## config.mk

```make
export PLATFORM = sky130hd
export DESIGN_NAME = br_ctrl_flat
export DESIGN_NICKNAME = d
export VERILOG_FILES = /design/src/rtl/br_ctrl_if.sv /design/src/rtl/br_ctrl.sv /design/src/flat_wrapper.sv
export SDC_FILE = /design/constraint.sdc
export NUM_CORES = 1
export LEC_CHECK = 0
export CORE_ASPECT_RATIO = 0.8
export CORE_MARGIN = 4
export CORE_UTILIZATION = 54
export CTS_CLUSTER_SIZE = 10
export DETAILED_ROUTE_END_ITERATION = 8
export PLACE_DENSITY = 0.88
export SYNTH_ARGS = -nofsm -noshare
export SYNTH_HDL_FRONTEND = slang
export SYNTH_SLANG_ARGS = --single-unit
```

## constraint.sdc

```tcl
create_clock -name clk -period 11.9 [get_ports clk]
set_clock_uncertainty 0.1 [all_clocks]
set_input_delay 3.57 -clock clk [delete_from_list [all_inputs] [get_ports clk]]
set_output_delay 3.57 -clock clk [all_outputs]
set_load 0.02 [all_outputs]
```

## src/rtl/br_ctrl_if.sv

```systemverilog
// Fetch/execute/redirect signal bundle for the branch-prediction controller.
// The master drives the pipeline-side inputs and the slave is the controller.
interface br_ctrl_if;
  logic        if_valid;
  logic [63:0] if_pc;
  logic [31:0] if_ir;
  logic        pr_taken;
  logic [63:0] pr_addr;
  logic        ex_branch;
  logic [63:0] ex_pc;
  logic        ex_brc;
  logic        ex_pr_miss;
  logic [63:0] ex_br_addr;
  logic        ex_jalr_taken;
  logic [63:0] ex_jalr_addr;
  logic        stall;
  logic        redirect;
  logic [63:0] redirect_addr;
  logic        flush;
  logic [31:0] br_cnt;
  logic [31:0] miss_cnt;

  modport master (
    output if_valid, if_pc, if_ir,
    output ex_branch, ex_pc, ex_brc, ex_pr_miss, ex_br_addr,
    output ex_jalr_taken, ex_jalr_addr, stall,
    input  pr_taken, pr_addr, redirect, redirect_addr, flush, br_cnt, miss_cnt
  );

  modport slave (
    input  if_valid, if_pc, if_ir,
    input  ex_branch, ex_pc, ex_brc, ex_pr_miss, ex_br_addr,
    input  ex_jalr_taken, ex_jalr_addr, stall,
    output pr_taken, pr_addr, redirect, redirect_addr, flush, br_cnt, miss_cnt
  );
endinterface

```

## src/rtl/br_ctrl.sv

```systemverilog
// Branch predictor (2-bit BHT) plus redirect/flush sequencer and statistics.
// state  | meaning
// IDLE   | accepting execute-side resolutions, BHT updates and redirects
// REDIR  | redirect strobe and flush for one cycle
// SHADOW | flush only; execute-side inputs are wrong-path and ignored
module br_ctrl #(
  parameter int BHT_IDX = 6
) (
  input logic       clk,
  input logic       rst_n,
  br_ctrl_if.slave  bus
);

  localparam int BHT_N = 1 << BHT_IDX;

  typedef enum logic [1:0] {
    IDLE   = 2'd0,
    REDIR  = 2'd1,
    SHADOW = 2'd2
  } state_e;

  state_e              state_q, state_d;
  logic [1:0]          bht_q [BHT_N];
  logic [63:0]         redir_addr_q, redir_addr_d;
  logic [31:0]         br_cnt_q, br_cnt_d;
  logic [31:0]         miss_cnt_q, miss_cnt_d;
  logic                bht_we;
  logic [1:0]          bht_wdata;
  logic                redirect_c, flush_c;
  logic [BHT_IDX-1:0]  if_idx, ex_idx;
  logic [1:0]          if_ctr, ex_ctr;
  logic                if_is_br;
  logic                pr_taken_c;
  logic [63:0]         b_imm;
  logic                unused_bits;

  assign if_idx   = bus.if_pc[BHT_IDX+1:2];
  assign ex_idx   = bus.ex_pc[BHT_IDX+1:2];
  assign if_ctr   = bht_q[if_idx];
  assign ex_ctr   = bht_q[ex_idx];
  assign if_is_br = (bus.if_ir[6:0] == 7'b1100011);

  // Reads the registered table, so a same-cycle update is not visible here.
  assign pr_taken_c = bus.if_valid & if_is_br & if_ctr[1];
  assign b_imm = {{52{bus.if_ir[31]}}, bus.if_ir[7], bus.if_ir[30:25],
                  bus.if_ir[11:8], 1'b0};

  assign bus.pr_taken      = pr_taken_c;
  assign bus.pr_addr       = pr_taken_c ? (bus.if_pc + b_imm) : (bus.if_pc + 64'd4);
  assign bus.redirect      = redirect_c;
  assign bus.flush         = flush_c;
  assign bus.redirect_addr = redir_addr_q;
  assign bus.br_cnt        = br_cnt_q;
  assign bus.miss_cnt      = miss_cnt_q;

  assign unused_bits = ^{bus.if_pc[63:BHT_IDX+2], bus.if_pc[1:0],
                         bus.ex_pc[63:BHT_IDX+2], bus.ex_pc[1:0],
                         bus.if_ir[24:12]};

  always_comb begin
    state_d      = state_q;
    redir_addr_d = redir_addr_q;
    br_cnt_d     = br_cnt_q;
    miss_cnt_d   = miss_cnt_q;
    bht_we       = 1'b0;
    bht_wdata    = ex_ctr;
    redirect_c   = 1'b0;
    flush_c      = 1'b0;
    case (state_q)
      IDLE: begin
        if (!bus.stall) begin
          if (bus.ex_branch) begin
            bht_we = 1'b1;
            if (bus.ex_brc)
              bht_wdata = (ex_ctr == 2'b11) ? 2'b11 : ex_ctr + 2'd1;
            else
              bht_wdata = (ex_ctr == 2'b00) ? 2'b00 : ex_ctr - 2'd1;
            if (br_cnt_q != 32'hFFFF_FFFF)
              br_cnt_d = br_cnt_q + 32'd1;
          end
          // A mispredicted branch outranks a simultaneous JALR.
          if (bus.ex_pr_miss) begin
            state_d      = REDIR;
            redir_addr_d = bus.ex_br_addr;
            if (miss_cnt_q != 32'hFFFF_FFFF)
              miss_cnt_d = miss_cnt_q + 32'd1;
          end else if (bus.ex_jalr_taken) begin
            state_d      = REDIR;
            redir_addr_d = bus.ex_jalr_addr;
          end
        end
      end
      REDIR: begin
        redirect_c = 1'b1;
        flush_c    = 1'b1;
        state_d    = SHADOW;
      end
      SHADOW: begin
        flush_c = 1'b1;
        state_d = IDLE;
      end
      default: state_d = IDLE;
    endcase
  end

  always_ff @(posedge clk or negedge rst_n) begin
    if (!rst_n) begin
      state_q      <= IDLE;
      redir_addr_q <= 64'd0;
      br_cnt_q     <= 32'd0;
      miss_cnt_q   <= 32'd0;
    end else begin
      state_q      <= state_d;
      redir_addr_q <= redir_addr_d;
      br_cnt_q     <= br_cnt_d;
      miss_cnt_q   <= miss_cnt_d;
    end
  end

  // Table resets to weakly not-taken.
  always_ff @(posedge clk or negedge rst_n) begin
    if (!rst_n) begin
      for (int i = 0; i < BHT_N; i++) bht_q[i] <= 2'b01;
    end else if (bht_we) begin
      bht_q[ex_idx] <= bht_wdata;
    end
  end

endmodule

```

## src/flat_wrapper.sv

```systemverilog
// flat-port wrapper written by rule: the top's interface ports become plain ports
module br_ctrl_flat 
#(
  parameter int BHT_IDX = 6
)
  (clk, rst_n, bus_if_valid, bus_if_pc, bus_if_ir, bus_ex_branch, bus_ex_pc, bus_ex_brc, bus_ex_pr_miss, bus_ex_br_addr, bus_ex_jalr_taken, bus_ex_jalr_addr, bus_stall, bus_pr_taken, bus_pr_addr, bus_redirect, bus_redirect_addr, bus_flush, bus_br_cnt, bus_miss_cnt);
  br_ctrl_if bus_i ();
  input logic clk;
  input logic rst_n;
  input wire logic [$bits(bus_i.if_valid)-1:0] bus_if_valid;
  input wire logic [$bits(bus_i.if_pc)-1:0] bus_if_pc;
  input wire logic [$bits(bus_i.if_ir)-1:0] bus_if_ir;
  input wire logic [$bits(bus_i.ex_branch)-1:0] bus_ex_branch;
  input wire logic [$bits(bus_i.ex_pc)-1:0] bus_ex_pc;
  input wire logic [$bits(bus_i.ex_brc)-1:0] bus_ex_brc;
  input wire logic [$bits(bus_i.ex_pr_miss)-1:0] bus_ex_pr_miss;
  input wire logic [$bits(bus_i.ex_br_addr)-1:0] bus_ex_br_addr;
  input wire logic [$bits(bus_i.ex_jalr_taken)-1:0] bus_ex_jalr_taken;
  input wire logic [$bits(bus_i.ex_jalr_addr)-1:0] bus_ex_jalr_addr;
  input wire logic [$bits(bus_i.stall)-1:0] bus_stall;
  output wire logic [$bits(bus_i.pr_taken)-1:0] bus_pr_taken;
  output wire logic [$bits(bus_i.pr_addr)-1:0] bus_pr_addr;
  output wire logic [$bits(bus_i.redirect)-1:0] bus_redirect;
  output wire logic [$bits(bus_i.redirect_addr)-1:0] bus_redirect_addr;
  output wire logic [$bits(bus_i.flush)-1:0] bus_flush;
  output wire logic [$bits(bus_i.br_cnt)-1:0] bus_br_cnt;
  output wire logic [$bits(bus_i.miss_cnt)-1:0] bus_miss_cnt;
  assign bus_i.if_valid = bus_if_valid;
  assign bus_i.if_pc = bus_if_pc;
  assign bus_i.if_ir = bus_if_ir;
  assign bus_i.ex_branch = bus_ex_branch;
  assign bus_i.ex_pc = bus_ex_pc;
  assign bus_i.ex_brc = bus_ex_brc;
  assign bus_i.ex_pr_miss = bus_ex_pr_miss;
  assign bus_i.ex_br_addr = bus_ex_br_addr;
  assign bus_i.ex_jalr_taken = bus_ex_jalr_taken;
  assign bus_i.ex_jalr_addr = bus_ex_jalr_addr;
  assign bus_i.stall = bus_stall;
  assign bus_pr_taken = bus_i.pr_taken;
  assign bus_pr_addr = bus_i.pr_addr;
  assign bus_redirect = bus_i.redirect;
  assign bus_redirect_addr = bus_i.redirect_addr;
  assign bus_flush = bus_i.flush;
  assign bus_br_cnt = bus_i.br_cnt;
  assign bus_miss_cnt = bus_i.miss_cnt;
  br_ctrl #(.BHT_IDX(BHT_IDX)) u_core (.clk(clk), .rst_n(rst_n), .bus(bus_i));
endmodule
```

==> metrics.txt <==
status completed; Routed WL per cell 21.65 um; Initial DRT Pass Iterations 7; core area 32,920 um^2; Hold Buf Count CTS 0; TritonCTS clock tree built; vias in the first global route 17,110; syn nets 2,326; wire length on met3 5.642 mm; clock slew at reported path FFs 50 ps; Bufs on Longest Clock Path 3; wire length on met1 23.56 mm; largest net degree at the start of global routing 126; die extent in x 213.4 um; Synth async-reset ratio 100.0%; setup_tns 0 ps; port buffer count 417; Slew Viols, Final 0; P_leak 9.912 nW; WS Path Type in -> out; Syn Std Cell Area 18,220 um^2; Cell variety after synth 78; syn avg cell area 9.289 um^2; Final Hold Viols 0; critical path endpoint category output pin; setup ws final 266.4 ps; number of routed nets with antenna violations 0; fmax 85.96 MHz; I/O pin count 491; routability cong. 0.9559; top-count cell post-synth nand2_1; worst hold-check path type reg -> reg; Worst EP required 8230 ps; post-CTS setup buffers 0; CTS H-tree lvls 1; leading post-synthesis cells by cell area dfrtp_1 (27%), dfstp_2 (9.2%), mux2_2 (8.2%); critical path data arrival time 7960 ps; die extent in y 172.3 um; part of the cycle the worst path needs 97.76%; Synth top area share 26.64%; PD cells 133.6 nW/um^2; Resize count post-CTS 0; Finish-stage setup viols 0; vias 17,298; Setup WS pre-CTS 438.3 ps; CTS Root Cell clkbuf_16; RSZ-0062 raised after global routing false; Yosys reg bits 258; WL final 60.36 mm; Vias per Instance 6.204; Post-DP HPWL 44.96 mm; Worst Tran Pin Value 1080 ps; WP buf/inv 2; Top FF cell, synth dfrtp_1; # clock sinks 258; layout cells sized above 1 13.61%; Syn-to-layout area delta 29.27%; Post-Syn Instances 1,962; die outline area 36,770 um^2; latest clock arrival within the worst-skew pair 570 ps; routed wl met2 28.79 mm; critical path's slowest cell clkdlybuf4s50_1; worst-path fanout max 8; Synth area leader dfrtp_1; CP cell instances clkdlybuf4s50_1 -> ha_1 -> a21oi_1 -> o22ai_1 -> o41ai_1 -> o21ai_0 -> o2111ai_1 -> nand3_1 -> a2111oi_0 -> xor2_1 -> o21ai_1 -> xor2_1 -> clkdlybuf4s50_1; fin nets 2,698; startpoint types input pin; top cells by count, synth nand2_1 (222), dfrtp_1 (194), nor2_1 (194); Post-synth EDFFs 0; gr usage total 31.25%; register area share after synthesis 35.86%; worst vdd ir 0.1165 mV; max incr delay on CP 620 ps; Top delay family on crit path compound AO/OA/AOI/OAI gates; max cap viols 0; GRT overflow 0; CTS Buf Count 30; synth warn 0; first-pass GRT wire length 92.62 mm; starting density of the core 55.35%; top routing layer in use met5; drt drc 0; initial DRC count 1,962; Max-slew headroom 27.81%; initial antenna violation count 5; minimum clock period 11,630 ps; std cell rows 59
report_power, final:
group / leakage, nW / internal, mW / switching [mW]
clock network: 0.413 / 0.475 / 0.364
registers: 3.15 / 1.03 / 0.0957
logic: 6.35 / 0.516 / 0.666
cell usage in the layout (no fill, tap or decap), drive strengths merged, types with 7 or more instances in the layout:
cell           instances
clkdlybuf4s50        413
nand2                222
nor2                 196
dfrtp                194
a21oi                167
mux2                 133
xnor2                118
o21ai                 81
mux2i                 77
nand3                 77
ha                    67
dfstp                 64
xor2                  59
clkbuf                53
and3                  42
nand4                 38
a21o                  37
inv                   35
mux4                  33
buf                   31
nor3                  25
a221oi                17
o31ai                 16
o21bai                14
and4                  12
o22ai                 12
and2                  12
a22oi                 10
or3                    9
nor2b                  9
o21a                   7
nor4                   7
path summary, 6_finish.rpt:
kind	from	end	slack, ps	cells after the start
setup / recovery	bus_if_pc[20]	bus_pr_addr[63]	270	13
hold / removal	u_core.bus.br_cnt[17]	u_core.bus.br_cnt[17]	390	1
setup reg to reg	u_core.bht_q[102]	u_core.bht_q[65]	8210	9
hold reg to reg	u_core.bus.br_cnt[17]	u_core.bus.br_cnt[17]	390	1
max in group asynchronous	rst_n	u_core.bus.redirect_addr[8]	7200	2
min in group asynchronous	rst_n	u_core.bus.miss_cnt[19]	3000	1
sequential cells by signal, summed over array words and instances, names as in the netlist:
signal                    count
u_core.bht_q                128
u_core.bus.br_cnt            32
u_core.bus.miss_cnt          32
u_core.bus.redirect_addr     64
u_core.state_q                2
routing by layer:
layer,vias up,track usage (%)
li1,7804,-
met1,8354,40.68
met2,973,52.58
met3,163,6.204
met4,4,10.85
met5,-,0
layout make-up:
type	count	area [um^2]
inverters	35	131.4
diodes	3	7.507
flip-flops and latches	258	6536
fillers	2337	9365
clock buffers	53	837.1
repair buffers	444	4407
well taps	427	534.3
clock inverters	3	46.29
multi-input cells	1565	11060
stage by stage:
| stage | hold slack, ps | utilization, % | total power, mW | cells | cell area, um^2 |
|---|---|---|---|---|---|
| final | 386.5 | 71.56 | 3.147 | 2788 | 23560 |
| after global routing | 405.6 | 71.55 | 3.283 | 2787 | 23560 |
| after CTS | 389.2 | 71.53 | 3.147 | 2785 | 23550 |
| after detailed placement | 379.1 | 68.85 | 2.304 | 2729 | 22670 |
| after global placement | 377.0 | 68.85 | 2.265 | 2729 | 22670 |
| after floorplan | 359.6 | - | 1.743 | 1962 | 18230 |
cell families (layout without fill, tap and decap cells):
| logic type | Yosys count | in the layout | share of synthesized area (%) |
|---|---|---|---|
| compound gates | 403 | 403 | 13.57 |
| flops | 258 | 258 | 35.86 |
| fa+ha+maj | 69 | 69 | 4.771 |
| xor+xnor | 177 | 177 | 8.506 |
| other cells | 0 | 3 | 0 |
| buf+inv | 139 | 535 | 3.604 |
| simple gates | 673 | 673 | 17.16 |
| mux | 243 | 243 | 16.52 |
worst register-to-register path, delay by kind of cell, from the launching register on:
kind,cells,cell delay [ps]
AND/OR/NAND/NOR,3,840
AO/OA/AOI/OAI,4,1570
multiplexers,2,680
flip-flops,1,380
Note: power is estimated with default switching activity, not from simulation.
